## src/rtl/gray_position_tracker_pkg.sv

```systemverilog
// Shared definitions for the gray position tracker.
// Holds the tracking FSM state type and the error counter width.
package gray_position_tracker_pkg;

  // Width of the saturating illegal-jump counter.
  localparam int ERR_CNT_W = 8;

  // UNLOCKED: no code accepted yet. TRACK: following single-bit steps.
  typedef enum logic [0:0] {
    UNLOCKED = 1'b0,
    TRACK    = 1'b1
  } track_state_e;

endpackage

```

## src/rtl/gray_position_tracker_g2b.sv

```systemverilog
// Combinational gray-to-binary converter.
// Ports:
//   gray   - gray-coded input, WIDTH bits
//   binary - binary equivalent, WIDTH bits (MSB copied, each lower bit
//            is the XOR of the binary bit above and the gray bit)
module g2b_converter #(
  parameter int WIDTH = 4
) (
  input  logic [WIDTH-1:0] gray,
  output logic [WIDTH-1:0] binary
);

  // Prefix XOR from the MSB downwards.
  always_comb begin
    logic acc;
    binary = {WIDTH{1'b0}};
    acc    = gray[WIDTH-1];
    binary[WIDTH-1] = acc;
    for (int i = WIDTH - 2; i >= 0; i--) begin
      acc       = acc ^ gray[i];
      binary[i] = acc;
    end
  end

endmodule

```

## src/rtl/gray_position_tracker.sv

```systemverilog
// Gray-coded position tracker.
// Synchronizes an asynchronous gray position, filters it until it has been
// stable for STABLE_CYCLES samples, then reports single-bit steps with
// direction or flags illegal multi-bit jumps.
// Ports:
//   clk        - rising-edge clock
//   rst        - asynchronous active-high reset
//   gray       - asynchronous gray-coded position
//   err_clr    - synchronous clear of err_cnt (wins over a coincident err)
//   binary     - binary position of the last accepted code
//   locked     - high once a first code has been accepted
//   step_valid - one-cycle pulse on a legal single-bit step
//   step_up    - step direction (1 = up), qualified by step_valid
//   err        - one-cycle pulse on an illegal multi-bit jump
//   err_cnt    - saturating count of err pulses
module gray_position_tracker
  import gray_position_tracker_pkg::*;
#(
  parameter int WIDTH         = 4,
  parameter int STABLE_CYCLES = 3
) (
  input  logic                 clk,
  input  logic                 rst,
  input  logic [WIDTH-1:0]     gray,
  input  logic                 err_clr,
  output logic [WIDTH-1:0]     binary,
  output logic                 locked,
  output logic                 step_valid,
  output logic                 step_up,
  output logic                 err,
  output logic [ERR_CNT_W-1:0] err_cnt
);

  localparam int              CNT_W    = 4;
  localparam logic [CNT_W-1:0] CNT_ONE  = {{(CNT_W-1){1'b0}}, 1'b1};
  localparam logic [CNT_W-1:0] CNT_MAX  = CNT_W'(STABLE_CYCLES);
  // The counter is cleared on the first sample of a new candidate, so it
  // holds (identical samples - 1); S samples are complete at S-1.
  localparam logic [CNT_W-1:0] CNT_FIRE = CNT_W'(STABLE_CYCLES - 1);
  localparam logic [WIDTH-1:0] W_ONE    = {{(WIDTH-1){1'b0}}, 1'b1};
  localparam logic [ERR_CNT_W-1:0] ERR_MAX = {ERR_CNT_W{1'b1}};

  logic [WIDTH-1:0] s1;
  logic [WIDTH-1:0] s2;
  logic [1:0]       fill;        // marks s1/s2 holding real samples after reset
  logic [WIDTH-1:0] cand;
  logic             cand_valid;
  logic [CNT_W-1:0] cnt;
  logic [WIDTH-1:0] last_code;
  track_state_e     state;

  logic             sampling;
  logic             diff;
  logic [WIDTH-1:0] cand_next;
  logic [CNT_W-1:0] cnt_next;
  logic             accept;
  logic [WIDTH-1:0] new_bin;
  logic [WIDTH-1:0] code_xor;
  logic             dist_zero;
  logic             dist_one;
  logic             err_fire;

  assign sampling = fill[1];
  // An empty candidate after reset counts as a difference so the first real
  // sample always starts a fresh stability window, even for code zero.
  assign diff     = !cand_valid || (s2 != cand);

  // Stability filter next-state and accept decision.
  always_comb begin
    cand_next = cand;
    cnt_next  = cnt;
    accept    = 1'b0;
    if (sampling) begin
      if (diff) begin
        cand_next = s2;
        cnt_next  = {CNT_W{1'b0}};
      end else begin
        cnt_next = (cnt == CNT_MAX) ? cnt : cnt + CNT_ONE;
      end
      accept = (cnt_next == CNT_FIRE) && (diff || (cnt != CNT_FIRE));
    end else begin
      accept = 1'b0;
    end
  end

  g2b_converter #(.WIDTH(WIDTH)) u_g2b (
    .gray   (cand_next),
    .binary (new_bin)
  );

  // Hamming distance class between the accepted and previous codes.
  assign code_xor  = cand_next ^ last_code;
  assign dist_zero = (code_xor == {WIDTH{1'b0}});
  assign dist_one  = !dist_zero && ((code_xor & (code_xor - W_ONE)) == {WIDTH{1'b0}});
  assign err_fire  = accept && (state == TRACK) && !dist_zero && !dist_one;

  // Input synchronizer and candidate/stability registers.
  always_ff @(posedge clk or posedge rst) begin
    if (rst) begin
      s1         <= {WIDTH{1'b0}};
      s2         <= {WIDTH{1'b0}};
      fill       <= 2'b00;
      cand       <= {WIDTH{1'b0}};
      cand_valid <= 1'b0;
      cnt        <= {CNT_W{1'b0}};
    end else begin
      s1         <= gray;
      s2         <= s1;
      fill       <= {fill[0], 1'b1};
      cand       <= cand_next;
      cand_valid <= cand_valid | sampling;
      cnt        <= cnt_next;
    end
  end

  // Tracking FSM with registered position and pulse outputs.
  always_ff @(posedge clk or posedge rst) begin
    if (rst) begin
      state      <= UNLOCKED;
      binary     <= {WIDTH{1'b0}};
      last_code  <= {WIDTH{1'b0}};
      locked     <= 1'b0;
      step_valid <= 1'b0;
      step_up    <= 1'b0;
      err        <= 1'b0;
    end else begin
      step_valid <= 1'b0;
      err        <= 1'b0;
      case (state)
        UNLOCKED: begin
          if (accept) begin
            binary    <= new_bin;
            last_code <= cand_next;
            locked    <= 1'b1;
            state     <= TRACK;
          end
        end
        TRACK: begin
          // A code that returns to the last accepted one is not a move.
          if (accept && !dist_zero) begin
            binary    <= new_bin;
            last_code <= cand_next;
            if (dist_one) begin
              step_valid <= 1'b1;
              step_up    <= (new_bin == binary + W_ONE);
            end else begin
              err <= 1'b1;
            end
          end
        end
        default: begin
          state  <= UNLOCKED;
          locked <= 1'b0;
        end
      endcase
    end
  end

  // Saturating error counter; clear has priority over a coincident error.
  always_ff @(posedge clk or posedge rst) begin
    if (rst) begin
      err_cnt <= {ERR_CNT_W{1'b0}};
    end else if (err_clr) begin
      err_cnt <= {ERR_CNT_W{1'b0}};
    end else if (err_fire && (err_cnt != ERR_MAX)) begin
      err_cnt <= err_cnt + {{(ERR_CNT_W-1){1'b0}}, 1'b1};
    end
  end

endmodule

```

## config.mk

```make
export PLATFORM = sky130hd
export DESIGN_NAME = gray_position_tracker
export DESIGN_NICKNAME = d
export VERILOG_FILES = /design/src/rtl/gray_position_tracker_pkg.sv /design/src/rtl/gray_position_tracker_g2b.sv /design/src/rtl/gray_position_tracker.sv
export SDC_FILE = /design/constraint.sdc
export NUM_CORES = 1
export LEC_CHECK = 0
export CAP_MARGIN = 20
export CORE_MARGIN = 4
export CORE_UTILIZATION = 50
export DETAILED_ROUTE_END_ITERATION = 10
export HOLD_SLACK_MARGIN = 0.08
export PLACE_DENSITY = 0.72
export SKIP_LAST_GASP = 1
export SLEW_MARGIN = 40
export SYNTH_ARGS = -nofsm -noshare
export SYNTH_HDL_FRONTEND = slang
export SYNTH_SLANG_ARGS = --single-unit
export TNS_END_PERCENT = 5
```

## constraint.sdc

```tcl
create_clock -name clk -period 3 [get_ports clk]
set_input_delay 0.3 -clock clk [delete_from_list [all_inputs] [get_ports clk]]
set_output_delay 0.3 -clock clk [all_outputs]
set_load 0.005 [all_outputs]
```

==> summary by stage <==
Placed design
The placed instances occupy a cell area of 2270 um2. The post-placement cell count is 254. Summed over all nets, the half-perimeter wirelength after detailed placement is 2820 um. The final weighted congestion in routability-driven placement is 0.745. During placement, the flow inserted port buffers numbering 22.

Clocking
After clock tree synthesis, the clock-pin slew on the worst setup and hold paths is 0.07 ns. TritonCTS built the clock tree. The clock passes through at most 2 buffers. Gates resized during post-CTS repair numbered 0. The later pin in the worst-skew pair is clocked with a latency of 0.28 ns.

In this run, post-CTS hold repair placed 0 buffers. The tree is rooted in a sky130_fd_sc_hd__clkbuf_8. The clock sink count is 39. The number of buffers added by the clock tree synthesis step is 5. In this run the number of H-tree levels came out at 2. The number of buffers inserted by post-CTS setup repair is 0.

Synth
For this run, the leading register cell type out of synthesis is sky130_fd_sc_hd__dfrtp_1. The share of the Yosys chip area taken by registers is 0.483. The number of synthesized register bits is 39. The synthesized area per cell is 10.8 um2. The share of synthesized registers carrying an async set or reset is 1.00. The number of warning messages in the yosys log is 0.

Synthesis produced a netlist with a net count of 199. In this run, distinct cell masters in the synthesized netlist total 51. Summing every instance area after synthesis gives 2020 um2. The instance count of the mapped netlist is 188. The number of synthesized flops with an enable pin is 0.

Route
Dividing the detail-routed via count by the number of cells gives 5.57. Across all layers, the routed design uses 1453 vias. The first-pass detailed-route iteration total is 4. For this run, design rule violations remaining after detail routing come to 0.

The overall routed net length is 3690 um. The number of routed nets with antenna violations is 0. Dividing the detail-routed wire length by the instance count gives 14.1 um. The count of routing violations after the opening detailed-route iteration is 83.

Power and ir drop
The maximum resistive drop on vdd is 0.320 mV. The reported leakage power is 1.04 nW. Dividing total power by cell area gives a power density of 431 nW/um2. The total power is 1.01 mW.

Timing
Dividing the final minimum period by the clock period gives 0.865. The actual transition at the worst max-transition pin is 0.498 ns. In this run the tightest slew margin relative to its limit is 0.658. The maximum frequency from static timing analysis is 385 MHz. The final number of max-transition violations was 0. The worst hold slack is 0.345 ns. Clock skew on the completed layout was measured at 0.00430 ns.

Setup repair after global routing left no endpoint under its margin. Setup total negative slack on the finished layout was measured at 0 ns. Subtracting the final worst setup slack from the clock period gives 2.60 ns. Setup violations remaining at the end of the flow were counted as 0.

The count of final hold-check violations came to 0.

Worst setup path
The count of buffer and inverter cells on the critical path is 1. The required time of the critical path is 3.17 ns. The worst-path cell with the longest stage delay is sky130_fd_sc_hd__dfrtp_1. The kind of critical path is register to register. The worst setup path is launched from a register.

STA puts the critical path data arrival time at 2.77 ns. The critical path goes through inv_1 -> ha_1 -> or3_1 -> nand2_1 -> nand3_1 -> a31oi_1 -> mux2_1. The maximum fanout along the worst path is 11. The cell family with the largest share of critical-path delay is simple AND/OR/NAND/NOR gates. The endpoint kind of the worst setup timing path is a register. The delay of the slowest critical-path stage is 0.48 ns.

GRT
The all-layer global routing usage is 0.154. Entering global routing, the biggest net connects 27 pins. The total overflow reported by the global router is 0.

The wire length of the first global-routing pass is 6270 um. The number of global-route vias before repair is 1396. The initial antenna violation count came to 0.

Final layout
The growth of design area from synthesis to finish is 16.5%. After the flow finishes, the layout carries non-filler instances totaling 261. The post-route cell area is 2350 um2. In the final layout, the share of cells above drive strength 1 is 0.0986. For this run, the post-layout net count is 224. The number of antenna diodes is 0.

Die
The overall die height is 71.6 um. The initial utilization of the core area, before any placement, comes to 0.536. The overall die area is 5130 um2.

Measured along the x axis, the die boundary spans 71.6 um. The number of placement rows is 22. In this run the count of I/O pins placed on the die edge is 23. The standard cell core area is 3770 um2.

Run status
The run finished with clean final reports.

Job
The tool flagged a number of max-cap violations equal to 0.

Min path
The worst hold path belongs to the class input port to async pin.
[cell usage in the layout (no fill, tap or decap), drive strengths merged, types with 2 or more instances in the layout]
cell type | netlist | final
nand2b | 3 | 3
ha | 4 | 4
or3 | 8 | 8
mux2i | 10 | 10
o21ai | 15 | 15
clkbuf | 1 | 5
a21oi | 7 | 7
a22o | 2 | 2
clkinv | 0 | 2
xor2 | 6 | 6
o21bai | 2 | 2
nand4 | 3 | 3
xnor2 | 10 | 10
dfrtp | 39 | 39
and2 | 4 | 4
inv | 12 | 12
nor2 | 7 | 7
nand3 | 9 | 9
clkdlybuf4s50 | 0 | 22
nor4 | 2 | 2
nand2 | 15 | 15
or2 | 2 | 2
[metrics by stage]
| stage | worst slack (ns) | utilization |
|---|---|---|
| after floorplan | 0.790 | - |
| after global placement | 0.543 | 0.603 |
| after detailed placement | 0.394 | 0.603 |
| after CTS | 0.383 | 0.624 |
| after global routing | 0.0739 | 0.624 |
| final | 0.404 | 0.624 |
[Yosys cell counts, types with 4 or more instances]
| master | number | area (um2) |
|---|---|---|
| sky130_fd_sc_hd__dfrtp_1 | 39 | 976 |
| sky130_fd_sc_hd__nand2_1 | 15 | 56.3 |
| sky130_fd_sc_hd__o21ai_0 | 13 | 65.1 |
| sky130_fd_sc_hd__inv_1 | 12 | 45.0 |
| sky130_fd_sc_hd__nand3_1 | 9 | 45.0 |
| sky130_fd_sc_hd__or3_1 | 8 | 50.1 |
| sky130_fd_sc_hd__a21oi_1 | 7 | 35.0 |
| sky130_fd_sc_hd__mux2i_1 | 7 | 70.1 |
| sky130_fd_sc_hd__xnor2_1 | 7 | 61.3 |
| sky130_fd_sc_hd__nor2_1 | 6 | 22.5 |
| sky130_fd_sc_hd__xor2_1 | 6 | 52.6 |
| sky130_fd_sc_hd__and2_1 | 4 | 25.0 |
| sky130_fd_sc_hd__ha_1 | 4 | 50.1 |
[worst reg2reg max path, cell delays in order, from the launching register on]
cell	delay, ns
sky130_fd_sc_hd__dfrtp_1	0.48
sky130_fd_sc_hd__inv_1	0.09
sky130_fd_sc_hd__ha_1	0.34
sky130_fd_sc_hd__or3_1	0.43
sky130_fd_sc_hd__nand2_1	0.08
sky130_fd_sc_hd__nand3_1	0.27
sky130_fd_sc_hd__a31oi_1	0.45
sky130_fd_sc_hd__mux2_1	0.36
[sequential cells by signal (all words and copies together), names as in the netlist]
name,cells
step_up,1
cand_valid,1
cand,4
state,1
s1,4
err,1
step_valid,1
err_cnt,8
fill,2
cnt,4
last_code,3
s2,4
binary,4
locked,1
[report_power, final]
group	internal [mW]	switching [mW]	total [mW]	leakage (nW)
logic	0.0592	0.0682	0.127	0.491
registers	0.540	0.0173	0.558	0.507
clock network	0.159	0.170	0.329	0.0440
total	0.758	0.256	1.01	1.04
[worst paths after layout]
| kind | start | to | slack, ns | depth (start not counted) |
|---|---|---|---|---|
| min in group clk | s1[0] | s2[0] | 0.35 | 0 |
| max in group asynchronous | rst | cnt[3] | 1.95 | 3 |
| setup / recovery | cnt[0] | binary[0] | 0.40 | 7 |
| setup reg to reg | cnt[0] | binary[0] | 0.40 | 7 |
| hold / removal | rst | err_cnt[1] | 0.34 | 2 |
| hold reg to reg | s1[0] | s2[0] | 0.35 | 0 |
[routing by layer]
metal	routed length, um	global-route usage	vias up
met5	0	0	-
met4	34	0.0480	0
met3	181	0.0365	5
met2	1850	0.254	39
met1	1630	0.199	699
li1	-	-	710
[cells by family after synthesis]
| kind of cell | after synthesis | share of synthesized area |
|---|---|---|
| AO/OA/AOI/OAI | 37 | 0.124 |
| adder cells (fa/ha/maj) | 5 | 0.0303 |
| other | 1 | 0.00185 |
| AND/OR/NAND/NOR | 61 | 0.163 |
| XOR/XNOR | 17 | 0.0916 |
| multiplexers | 11 | 0.0650 |
| buffers and inverters | 17 | 0.0408 |
| flip-flops | 39 | 0.483 |
[cell type report]
type	count	area (um2)
Clock inverter	2	13.8
Fill cell	315	1420
Tap cell	48	60.1
Multi-Input combinational cell	132	963
Inverter	12	45.0
Clock buffer	5	68.8
Timing Repair Buffer	23	228
Sequential cell	39	976
Power figures use the tool's default switching activity.
